### src/rtl/decode_intake.sv
// decode_intake: fetches instruction words from an asynchronous responder
// using a two-phase request / level-ready handshake, classifies each word at
// capture time and buffers it in a small FIFO for the decode stage.
//
// Handshakes:
//   Responder side: each toggle of triggerOut requests one word. The responder
//   answers by dropping readyIn, then presenting dataIn and raising readyIn
//   again. dataIn must be stable while readyIn is high. Only the synchronised
//   copy rdy_s is ever looked at, and a request completes only after rdy_s has
//   been seen low and then high again.
//   Downstream side: validOut means the head entry (instrOut/condOut/classOut)
//   is available. The head is consumed on a rising clk edge where validOut=1
//   and ackIn=1. ackIn while validOut=0 has no effect. flush wins over ackIn
//   and over a capture on the same edge.
module decode_intake #(
    parameter int SYNC_STAGES = 2,
    parameter int FIFO_DEPTH  = 2
) (
    input  logic        clk,
    input  logic        reset,
    input  logic        readyIn,
    input  logic [31:0] dataIn,
    output logic        triggerOut,
    input  logic        flush,
    output logic        validOut,
    input  logic        ackIn,
    output logic [31:0] instrOut,
    output logic [3:0]  condOut,
    output logic [2:0]  classOut,
    output logic        busyOut,
    output logic [1:0]  state_dbg
);

    localparam int PTR_W = $clog2(FIFO_DEPTH);
    localparam int CNT_W = $clog2(FIFO_DEPTH) + 1;
    localparam logic [CNT_W-1:0] DEPTH_C = CNT_W'(FIFO_DEPTH);

    // Handshake states; the encoding is visible on state_dbg.
    typedef enum logic [1:0] {
        IDLE      = 2'd0,
        WAIT_LOW  = 2'd1,
        WAIT_HIGH = 2'd2
    } state_t;

    state_t state;
    state_t state_next;

    logic [SYNC_STAGES-1:0] rdy_sync;
    logic                   rdy_s;

    logic             req_fire;
    logic             done;
    logic             drop;
    logic             push;
    logic             pop;
    logic             full;

    logic [31:0]      mem_word  [FIFO_DEPTH];
    logic [2:0]       mem_class [FIFO_DEPTH];
    logic [PTR_W-1:0] wr_ptr;
    logic [PTR_W-1:0] rd_ptr;
    logic [CNT_W-1:0] count;

    // Instruction class of a word, decided at capture and stored with it.
    function automatic logic [2:0] classify(input logic [31:0] w);
        logic [2:0] c;
        if (w[27:22] == 6'b000000 && w[7:4] == 4'b1001) begin
            c = 3'd1;
        end else if (w[27:26] == 2'b00) begin
            c = 3'd0;
        end else if (w[27:25] == 3'b011 && w[4]) begin
            c = 3'd6;
        end else if (w[27:26] == 2'b01) begin
            c = 3'd2;
        end else if (w[27:25] == 3'b100) begin
            c = 3'd3;
        end else if (w[27:25] == 3'b101) begin
            c = 3'd4;
        end else if (w[27:24] == 4'b1111) begin
            c = 3'd5;
        end else begin
            c = 3'd7;
        end
        return c;
    endfunction

    assign rdy_s = rdy_sync[SYNC_STAGES-1];

    // Bring the asynchronous ready level into the clk domain.
    always_ff @(posedge clk or posedge reset) begin
        if (reset) begin
            rdy_sync <= '0;
        end else if (SYNC_STAGES > 1) begin
            rdy_sync <= {rdy_sync[SYNC_STAGES-2:0], readyIn};
        end else begin
            rdy_sync <= readyIn;
        end
    end

    // Handshake state register.
    always_ff @(posedge clk or posedge reset) begin
        if (reset) begin
            state <= IDLE;
        end else begin
            state <= state_next;
        end
    end

    // Next state: request only with room in the FIFO, and require a fresh
    // low-then-high ready so a stale ready never completes a request.
    always_comb begin
        state_next = state;
        req_fire   = 1'b0;
        done       = 1'b0;
        unique case (state)
            IDLE: begin
                if (rdy_s && !full) begin
                    state_next = WAIT_LOW;
                    req_fire   = 1'b1;
                end
            end
            WAIT_LOW: begin
                if (!rdy_s) begin
                    state_next = WAIT_HIGH;
                end
            end
            WAIT_HIGH: begin
                if (rdy_s) begin
                    state_next = IDLE;
                    done       = 1'b1;
                end
            end
            default: begin
                state_next = IDLE;
            end
        endcase
    end

    // Two-phase request line: one toggle per requested word.
    always_ff @(posedge clk or posedge reset) begin
        if (reset) begin
            triggerOut <= 1'b0;
        end else if (req_fire) begin
            triggerOut <= ~triggerOut;
        end
    end

    // Drop flag: a flush during a handshake lets it finish but discards the word.
    always_ff @(posedge clk or posedge reset) begin
        if (reset) begin
            drop <= 1'b0;
        end else if (done) begin
            drop <= 1'b0;
        end else if (flush && state != IDLE) begin
            drop <= 1'b1;
        end
    end

    assign full = (count == DEPTH_C);
    assign push = done && !drop && !flush && (!full || pop);
    assign pop  = validOut && ackIn && !flush;

    // FIFO storage, pointers and occupancy; flush empties it outright.
    always_ff @(posedge clk or posedge reset) begin
        if (reset) begin
            wr_ptr <= '0;
            rd_ptr <= '0;
            count  <= '0;
            for (int i = 0; i < FIFO_DEPTH; i++) begin
                mem_word[i]  <= '0;
                mem_class[i] <= '0;
            end
        end else if (flush) begin
            wr_ptr <= '0;
            rd_ptr <= '0;
            count  <= '0;
        end else begin
            if (push) begin
                mem_word[wr_ptr]  <= dataIn;
                mem_class[wr_ptr] <= classify(dataIn);
                wr_ptr            <= wr_ptr + 1'b1;
            end
            if (pop) begin
                rd_ptr <= rd_ptr + 1'b1;
            end
            unique case ({push, pop})
                2'b10:   count <= count + 1'b1;
                2'b01:   count <= count - 1'b1;
                default: count <= count;
            endcase
        end
    end

    assign validOut  = (count != '0);
    assign instrOut  = validOut ? mem_word[rd_ptr] : 32'd0;
    assign classOut  = validOut ? mem_class[rd_ptr] : 3'd0;
    assign condOut   = instrOut[31:28];
    assign busyOut   = (state != IDLE);
    assign state_dbg = state;

endmodule

### config.mk
export PLATFORM = sky130hd
export DESIGN_NAME = decode_intake
export DESIGN_NICKNAME = d
export VERILOG_FILES = /design/src/rtl/decode_intake.sv
export SDC_FILE = /design/constraint.sdc
export NUM_CORES = 1
export LEC_CHECK = 0
export ABC_AREA = 1
export CAP_MARGIN = 25
export CORE_MARGIN = 2
export CORE_UTILIZATION = 30
export CTS_BUF_LIST = sky130_fd_sc_hd__clkbuf_4
export CTS_CLUSTER_SIZE = 25
export DETAILED_ROUTE_END_ITERATION = 12
export DONT_BUFFER_PORTS = 1
export SLEW_MARGIN = 5
export SYNTH_ARGS = -nofsm -noshare
export SYNTH_HDL_FRONTEND = slang
export SYNTH_SLANG_ARGS = --single-unit
### constraint.sdc
create_clock -name clk -period 3.7 [get_ports clk]
set_clock_uncertainty 0.1 [all_clocks]
set_input_delay 0.925 -clock clk [delete_from_list [all_inputs] [get_ports clk]]
set_output_delay 0.925 -clock clk [all_outputs]
set_load 0.005 [all_outputs]
# == Word-level counts from Yosys, hierarchy flattened ==
# Cells that the tools add are included.
# classes
n_addsub,4
n_lt_le_gt_ge,3
n_eq_ne,14
muxes,39
n_bitwise,4
n_reduce_logical,25
# op_table
operator,n
$mux 32,5
$bwmux 64,1
$mux 3,12
$demux 32 s1,1
$mux 2,6
$logic_and 1x1->1,10
$mux 1,10
$reduce_bool 2->1,5
$eq 4x4->1 const B,2
$bwmux 6,1
$eq 2x1->1 const B,3
$eq 2x2->1 const B,3
$eq 3x3->1 const B,2
$logic_not 6->1,1
$ne 2x2->1 const B,3
$pmux 2 s3,1
$ge 2x2->1 const B,2
$logic_not 2->1,2
$not 1->2,2
$pmux 2 s2,1
$demux 3 s1,1
$eq 3x2->1 const B,1
$logic_not 1->1,3
$reduce_and 3->1,1
8 further kinds,10
# word_totals
reg_bits,80
inputBits,37

# == Longest topological paths before layout ==
# logic_depth
ltp_word,11
ltp_mapped,10
ltp_nobuf,8

# == Worst setup path before layout ==
# OpenSTA, ideal clock, no wires.
# synth_path
path_type,register to output
start,register rd_ptr
end,output instrOut[28]
arrival_time_ns,1.354
required_time_ns,2.675
path_slack_ns,1.321
path_stages_with_launch,7
cell_sequence,dfrtp_1 clkbuf_1 inv_1 clkbuf_1 clkbuf_1 a21oi_1 buf_4
# synth_between
elab_chain_len,5
# synth_lines
item,line,source
from (decl),61,logic [PTR_W-1:0] rd_ptr;
from (signal assigned),184,rd_ptr <= rd_ptr + 1'b1;
$not 1->2 (not written as such),195,assign instrOut = validOut ? mem_word[rd_ptr] : 32'd0;
$mux 32 (not written as such) (3 in a row),195,
$mux 32,195,
to (decl),27,"output logic [31:0] instrOut,"
# Every way passes these cells. The select of a mux whose other input is x is not followed.

# == Worst setup path after layout ==
# layout_path
start,register rd_ptr
end,output condOut[0]
# layout_between
elab_chain_len,5
# layout_lines
item,line,source
$not 1->2 (not written as such),195,
$mux 32 (not written as such) (3 in a row),195,
$mux 32,195,
to (decl),28,"output logic [3:0] condOut,"
# Every way passes these cells. The select of a mux whose other input is x is not followed.

==> impl_results.md <==
* Status: finished, final reports clean
* Worst Path Required at 2670 ps
* Chip height at 117 um
* Detailed-route DRC error count at 0
* Vias per cell at 4.77
* RSZ-0062 raised after global routing: no
* Synth Area in Compound Gates at 0.210
* Die W at 117 um
* Die Area at 13600 um2
* Maximum Capacitance Violations at 0
* HP Class: reg2reg
* Min cycle time layout at 2860 ps
* Total gr overflow at 0
* Final WL at 8850 um
* Max VDD drop at 0.267 mV
* Yosys top cell area share at 0.527
* Final core occ at 0.319
* Asr flop ratio synth at 1.00
* Vias at 2950
* Crit-path max cell delay at 570 ps
* Count leader, synth: nand2_1
* Port bufs at 0
* Post-CTS Resized at 0
* Adder-cell share of the synthesized area at 0
* Crit. End Element: output pin
* CP Max Fanout at 29
* F_max at 0.349 GHz
* Multi-input logic area at 1440 um2
* Min-delay src: rdy_sync[0]
* Post-Syn Area at 3800 um2
* DR iter-0 viols at 191
* WL/cell at 14.3 um
* Ys flop type: dfrtp_1
* Slew Viols, Final at 0
* Synth Register Bits at 80
* Final hold violations at 0
* GPL Wtd Cong at 0.770
* Setup TNS at 0 ps
* Slew HR at 0.451
* Antenna Cells at 0
* Aggregate global-route resource usage at 0.138
* R2R Path End: mem_word[3]
* Worst R2R Path Depth at 5
* Worst path cell trace: inv_1 -> o21ai_0 -> a21oi_1
* Synth cell count leaders: 115 x nand2_1, 92 x o21ai_0, 80 x dfrtp_1
* Post-CTS setup buffers at 0
* CTS sink count at 80
* PD cells at 599 nW/um2
* Worst path slowest cell: inv_1
* P_leak at 1.83 nW
* Initial Util at 0.305
* Cell count of the worst hold path at 0
* Core area at 12500 um2
* Avg Inst Size Synth at 8.31 um2
* H-tree depth at 3
* Yosys top cell by area: dfrtp_1
* Largest family of logic cells by synthesized area: compound AO/OA/AOI/OAI gates
* Final ANT Viol Nets at 0
* Hold Path Sink: rdy_sync[1]
* R2r setup slk at 1350 ps
* Vias in the first global route at 2898
* Max Buffers Root-to-Sink at 2
* Worst Path Arrival at 1840 ps
* Global-route wire length before repair at 14400 um
* CP top delay family: buffers and inverters
* # IOs at 81
* CP Launch Type: flip-flop
* Antenna violations before repair at 0
* Buf/Inv on CP at 1
* CTS tree: done
* XOR/XNOR share of the synthesized area at 0.00231
* Fin nets at 479
* Total CTS buffers at 9
* Synthesized instance count at 457
* Mapped Nets at 494
* Setup violations, final at 0
* Area share of and/or/nand/nor cells after synthesis at 0.166
* Clock Pin Slew Worst Setup and Hold Paths at 120 ps
* Largest net degree at the start of global routing at 44
* Post-CTS Hold Buffers at 0
* Area Growth Syn to Fin at 4.71%
* Layout cells sized above 1 at 0.0895
* Post-synth cell types at 27
* FF-to-FF Start: wr_ptr
* Ys Warns at 0
* Post-synthesis mux area share at 0
* Sequential-to-total area share from yosys stat at 0.527
* Initial DRT Pass Iterations at 5
* Fillers at 1325
* Area contributors post-synth: dfrtp_1 53%, o21ai_0 12%, nand2_1 11%, a21oi_1 5.1%, inv_1 4.5%
* Dpl hpwl at 6070 um
* Row cnt at 41
* Clock root buffer: clkbuf_4
* Final worst path period share at 0.774
* Register area at 2000 um2
* Number of synthesized flops with an enable pin at 0
* Clk_lat worst skew at 410 ps
* Least-Margin Pin Slew at 823 ps
* Crit path kind: reg2out
registers in the layout, summed over array words and instances, names as in the netlist:
| name | count |
|---|---|
| mem_class | 6 |
| wr_ptr | 1 |
| drop | 1 |
| triggerOut | 1 |
| count | 2 |
| rd_ptr | 1 |
| rdy_sync | 2 |
| mem_word | 64 |
| state_dbg | 2 |
logic make-up after synthesis:
kind of cell | count (synthesis)
AND/OR/NAND/NOR | 149
AO/OA/AOI/OAI | 148
flip-flops | 80
buffers and inverters | 79
XOR/XNOR | 1
stage by stage:
stage	instances	area [um2]	worst slack, ps	power [mW]	hold slack (ps)
2_1_floorplan	457	3800	623	1.84	231
4_1_cts	619	3980	742	2.43	271
5_1_grt	619	3980	558	2.62	274
3_3_place_gp	603	3870	1180	1.96	233
3_5_place_dp	603	3870	1080	1.99	242
6_report	619	3980	836	2.38	267
final cells by class:
cell class	instances	share of cell area
clock buffers	10	0.0189
clock inverters	6	0.00661
inverters	47	0.0447
multi-input cells	298	0.361
flip-flops and latches	80	0.503
well taps	172	0.0541
repair buffers	6	0.0113
worst max-delay path by stage:
stage	cells past startpoint	start	slack, ps	end
global placement	7	flush	1180	mem_word[58]
finish	3	rd_ptr	840	condOut[0]
CTS	3	rd_ptr	740	condOut[0]
global route	3	rd_ptr	560	condOut[0]
floorplan	1	reset	620	count[0]
detailed placement	7	flush	1080	mem_word[53]
layer usage:
layer  track usage  up-vias  wire length [um]
li1              -     1451                 -
met2         0.205       88              4010
met4        0.0460        0                46
met1         0.189     1407              4210
met3        0.0477        4               586
met5             0        -                 0
layout by cell type, fill, tap and decap left out:
cell type  netlist  routed
nand2_2          1       1
nor3_1           3       3
nand4_1          3       3
or2_2            1       1
a21oi_1         39      39
o211a_1          1       1
nand3_2          1       1
a31oi_1          2       2
nor2_2           2       2
clkinv_2         0       4
nand2_1        115     115
o21a_1           4       4
clkinv_1         0       3
inv_1           46      45
nand3b_1         1       1
buf_4            5       6
o21ai_2         10      10
inv_2            1       1
o21ai_0         92      92
clkbuf_4         0      10
nand2_4          2       2
xor2_1           1       1
nand3_1          8       8
nor2_1          10      10
nor2_4           2       2
dfrtp_1         80      80
power by group:
group | leakage (nW) | internal, mW | switching (mW)
combinational | 0.803 | 0.222 | 0.465
clock | 0.0624 | 0.136 | 0.285
sequential | 0.964 | 1.15 | 0.130
total | 1.83 | 1.50 | 0.880
No activity file was read; power rests on OpenSTA's default activity.
==> RTL change 1: new RTL, same flow settings <==
Set the parameter `SYNC_STAGES` to 4 (it was 2).
--- a/src/rtl/decode_intake.sv
+++ b/src/rtl/decode_intake.sv
@@ -13,7 +13,7 @@
 //   and ackIn=1. ackIn while validOut=0 has no effect. flush wins over ackIn
 //   and over a capture on the same edge.
 module decode_intake #(
-    parameter int SYNC_STAGES = 2,
+    parameter int SYNC_STAGES = 4,
     parameter int FIFO_DEPTH  = 2
 ) (
     input  logic        clk,
Check against the original RTL: not equivalent (Yosys sat finds a counterexample within 4 cycles, from zero or initial values and one cycle with reset high).
==> RTL change 1 against the original RTL <==
  * Design area up 2.0%
  * Routed wire length up 6.2%
  * Synthesized cell count up 1.8%
  * Sequential share of layout area up 0.26 points
  * Total power down 13%
  * Synthesized area up 1.5%
  * Sequential cell count up 2
  * Setup slack worse by 0.11 ns
==> RTL change 1: results (changes against the original RTL) <==
| Metric | Value |
|---|---|
| Result of the run | finished clean (unchanged) |
| Count of cells along the worst register-to-register path | 9 (was 5) |
| Headroom to the max-slew limit | 45.30% (was 45.11%) |
| Fraction of final layout cells sized beyond drive strength 1 | 8.407% (was 8.949%) |
| Placed insts | 609 (was 603) |
| Post-route core utilization | 32.26% (was 31.90%) |
| Number of logic inverters in the finished layout | 49 (was 47) |
| Final min period | 2.976 ns (was 2.864 ns) |
| TritonRoute pass-1 iters | 4 (was 5) |
| Sequential element share of the synthesized area | 53.25% (was 52.72%) |
| Post-DP Area | 3929 um2 (was 3875 um2) |
| Top cells by area in the synthesized netlist | sky130_fd_sc_hd__dfrtp_1 (53%), sky130_fd_sc_hd__nand2_1 (12%), sky130_fd_sc_hd__o21ai_0 (11%) (was sky130_fd_sc_hd__dfrtp_1 (53%), sky130_fd_sc_hd__o21ai_0 (12%), sky130_fd_sc_hd__nand2_1 (11%)) |
| Critical-path cell with the highest stage delay | sky130_fd_sc_hd__nand2_2 (was sky130_fd_sc_hd__inv_1) |
| Synth Area in Compound Gates | 19.90% (was 20.96%) |
| All-layer global routing usage | 14.01% (was 13.83%) |
| Global Route met2 Usage | 22.44% (was 20.54%) |
| Gate family responsible for the most delay along the worst path | simple AND/OR/NAND/NOR gates (was buffers and inverters) |
| NonClk Buf Share | 1.234% (was 1.133%) |
| DP Wirelength | 6.279 mm (was 6.067 mm) |
| Maximum net fanout on the critical path | 38 (was 29) |
| Number of vias per cell after detailed routing | 4.691 (was 4.766) |
| GP Congestion | 0.7780 (was 0.7696) |
| Met3 Usage GRT | 5.204% (was 4.774%) |
| Total number of multi-input combinational cells | 301 (was 298) |
| Endpoint of the most critical setup path | instrOut[29] (was condOut[0]) |
| Worst stage delay on the critical path | 0.53 ns (was 0.57 ns) |
| Share of the final layout cell area in multi-input gates | 35.17% (was 36.09%) |
| Drt initial violations | 204 (was 191) |
| Number of nets at the end of the flow | 485 (was 479) |
| Pre-CTS setup slack | 0.9269 ns (was 1.076 ns) |
| Worst reg2reg path startpoint | count[0] (was wr_ptr) |
| Worst R2R End | mem_word[16] (was mem_word[3]) |
| Leakage component of the power | 1.876 nW (was 1.830 nW) |
| Synth top cells by count | sky130_fd_sc_hd__nand2_1 (126), sky130_fd_sc_hd__o21ai_0 (86), sky130_fd_sc_hd__dfrtp_1 (82) (was sky130_fd_sc_hd__nand2_1 (115), sky130_fd_sc_hd__o21ai_0 (92), sky130_fd_sc_hd__dfrtp_1 (80)) |
[RTL change 1: changes by cell type after synthesis, moves of 3 or more]
| cell | change |
|---|---|
| sky130_fd_sc_hd__o21ai_1 | +15 |
| sky130_fd_sc_hd__nand3_1 | -5 |
| sky130_fd_sc_hd__o21a_1 | -4 |
| sky130_fd_sc_hd__o21ai_2 | -5 |
| sky130_fd_sc_hd__o21ai_0 | -6 |
| sky130_fd_sc_hd__nand2_1 | +11 |
| sky130_fd_sc_hd__nor2_1 | -3 |
| sky130_fd_sc_hd__buf_2 | +5 |
[RTL change 1: cell families after synthesis]
group / Yosys count
compound gates: 148
simple gates: 152
flops: 82
buf+inv: 82
xor+xnor: 1
[RTL change 1: report_power, final]
group	internal (mW)	switching [mW]
Clock	0.214	0.288
Sequential	1.12	0.0965
Combinational	0.122	0.242
Total	1.46	0.626
==> RTL change 2: new RTL, same settings <==
Made on the original files. Reset style: synchronous (`reset`), changed in 5 clocked blocks. Comments in the files are not updated.
--- a/src/rtl/decode_intake.sv
+++ b/src/rtl/decode_intake.sv
@@ -87,7 +87,7 @@
     assign rdy_s = rdy_sync[SYNC_STAGES-1];
 
     // Bring the asynchronous ready level into the clk domain.
-    always_ff @(posedge clk or posedge reset) begin
+    always_ff @(posedge clk) begin
         if (reset) begin
             rdy_sync <= '0;
         end else if (SYNC_STAGES > 1) begin
@@ -98,7 +98,7 @@
     end
 
     // Handshake state register.
-    always_ff @(posedge clk or posedge reset) begin
+    always_ff @(posedge clk) begin
         if (reset) begin
             state <= IDLE;
         end else begin
@@ -137,7 +137,7 @@
     end
 
     // Two-phase request line: one toggle per requested word.
-    always_ff @(posedge clk or posedge reset) begin
+    always_ff @(posedge clk) begin
         if (reset) begin
             triggerOut <= 1'b0;
         end else if (req_fire) begin
@@ -146,7 +146,7 @@
     end
 
     // Drop flag: a flush during a handshake lets it finish but discards the word.
-    always_ff @(posedge clk or posedge reset) begin
+    always_ff @(posedge clk) begin
         if (reset) begin
             drop <= 1'b0;
         end else if (done) begin
@@ -161,7 +161,7 @@
     assign pop  = validOut && ackIn && !flush;
 
     // FIFO storage, pointers and occupancy; flush empties it outright.
-    always_ff @(posedge clk or posedge reset) begin
+    always_ff @(posedge clk) begin
         if (reset) begin
             wr_ptr <= '0;
             rd_ptr <= '0;
Check against the original RTL: differs if reset is asserted again (counterexample within 4 cycles, from zero or initial values and one cycle with reset high); with reset held inactive, the same outputs for 10 cycles.
==> RTL change 2 against the original RTL <==
  * Register-to-register slack improved by 0.28 ns
  * Sequential cell count is 1 higher
  * Fmax shrank 1.4%
  * Setup slack lost 0.041 ns
  * Synthesized area decreased by 1.1%
  * Routed wire length shrank 9.7%
  * Design area grew 2.5%
  * Critical path type unchanged
  * Critical endpoint is now condOut[3]
  * Largest cell class unchanged
  * Highest routed layer unchanged
Power is not compared: it rests on default switching activity, and its combinational part moved more than twofold at a synthesized area within 25%.
==> RTL change 2: results (changes against the original RTL) <==
| Metric | Value |
|---|---|
| Length of routed met3 wiring | 526 um (was 586 um) |
| Met3 Usage GRT | 4.969% (was 4.774%) |
| Drt initial violations | 195 (was 191) |
| Total power after layout | about 1.7 mW |
| Synth top cells by count | sky130_fd_sc_hd__nand2_1 (84), sky130_fd_sc_hd__edfxtp_1 (70), sky130_fd_sc_hd__nor2_1 (57) (was sky130_fd_sc_hd__nand2_1 (115), sky130_fd_sc_hd__o21ai_0 (92), sky130_fd_sc_hd__dfrtp_1 (80)) |
| Met1 Track Usage GR | 14.06% (was 18.93%) |
| Share of the synthesized netlist area taken by xor and xnor gates | 0.4662% (was 0.2306%) |
| Post-DP Area | 3880 um2 (was 3875 um2) |
| Endpoint of the most critical setup path | condOut[3] (was condOut[0]) |
| Arrival time reported for the critical path endpoint | 1.88 ns (was 1.84 ns) |
| Pre-CTS setup slack | 1.029 ns (was 1.076 ns) |
| Prevailing post-synth register cell | sky130_fd_sc_hd__edfxtp_1 (was sky130_fd_sc_hd__dfrtp_1) |
| Wire length on met1 | 3.450 mm (was 4.208 mm) |
| GP Congestion | 0.7537 (was 0.7696) |
| Worst reg2reg path startpoint | state_dbg[1] (was wr_ptr) |
| Count of cells along the worst register-to-register path | 4 (was 5) |
| TritonRoute pass-1 iters | 4 (was 5) |
| Slew at the pin closest to its max-slew limit | 0.9384 ns (was 0.8234 ns) |
| Global Route met2 Usage | 20.47% (was 20.54%) |
| Maximum net fanout on the critical path | 20 (was 29) |
| All-layer global routing usage | 12.43% (was 13.83%) |
| Synth Area in Compound Gates | 6.161% (was 20.96%) |
| Vias after detailed routing | 2,463 (was 2,950) |
| Post-synth ARST share | 0% (was 100.0%) |
| Result of the run | finished clean (unchanged) |
| Later-pin clock latency in the skew report | 0.45 ns (was 0.41 ns) |
| Post-Synth Adder-Cell Area | 0.3330% (was 0%) |
| Wire length on met2 | 3.853 mm (was 4.005 mm) |
| Cells after synthesis | 382 (was 457) |
| Global-route wire length before repair | 12.14 mm (was 14.43 mm) |
| Distinct cell type count of the synthesized netlist | 27 (unchanged) |
| Initial core utilization | 31.02% (was 30.46%) |
| Fraction of final layout cells sized beyond drive strength 1 | 15.18% (was 8.949%) |
| Net count after synthesis | 420 (was 494) |
| Largest net degree at the start of global routing | 38 (was 44) |
| Critical-path cell with the highest stage delay | sky130_fd_sc_hd__clkinv_1 (was sky130_fd_sc_hd__inv_1) |
| Drt total wl | 7.987 mm (was 8.847 mm) |
| Top cells by area in the synthesized netlist | sky130_fd_sc_hd__edfxtp_1 (56%), sky130_fd_sc_hd__nand2_1 (8.4%), sky130_fd_sc_hd__dfxtp_1 (5.9%) (was sky130_fd_sc_hd__dfrtp_1 (53%), sky130_fd_sc_hd__o21ai_0 (12%), sky130_fd_sc_hd__nand2_1 (11%)) |
| Peak supply drop | 0.1809 mV |
| Sequential element share of the synthesized area | 61.80% (was 52.72%) |
| DP Wirelength | 4.944 mm (was 6.067 mm) |
## RTL change 2: worst min-delay path by stage
| stage | from | end | slack [ns] | depth (start not counted) |
|---|---|---|---|---|
| global placement | rdy_sync[0] | rdy_sync[1] | 0.30 | 2 |
| finish | rdy_sync[0] | rdy_sync[1] | 0.32 | 2 |
| global route | rdy_sync[0] | rdy_sync[1] | 0.33 | 2 |
| detailed placement | rdy_sync[0] | rdy_sync[1] | 0.30 | 2 |
| CTS | rdy_sync[0] | rdy_sync[1] | 0.32 | 2 |
| floorplan | rdy_sync[0] | rdy_sync[1] | 0.29 | 2 |
## RTL change 2: cell type report
cell class              count  area [um2]  area share, %
flip-flops and latches     81        2322          56.97
multi-input cells         234        1129          27.69
well taps                 168       210.2          5.157
inverters                  47       176.4          4.328
clock inverters             7       108.9          2.670
clock buffers               9       67.56          1.657
repair buffers              4       62.56          1.535
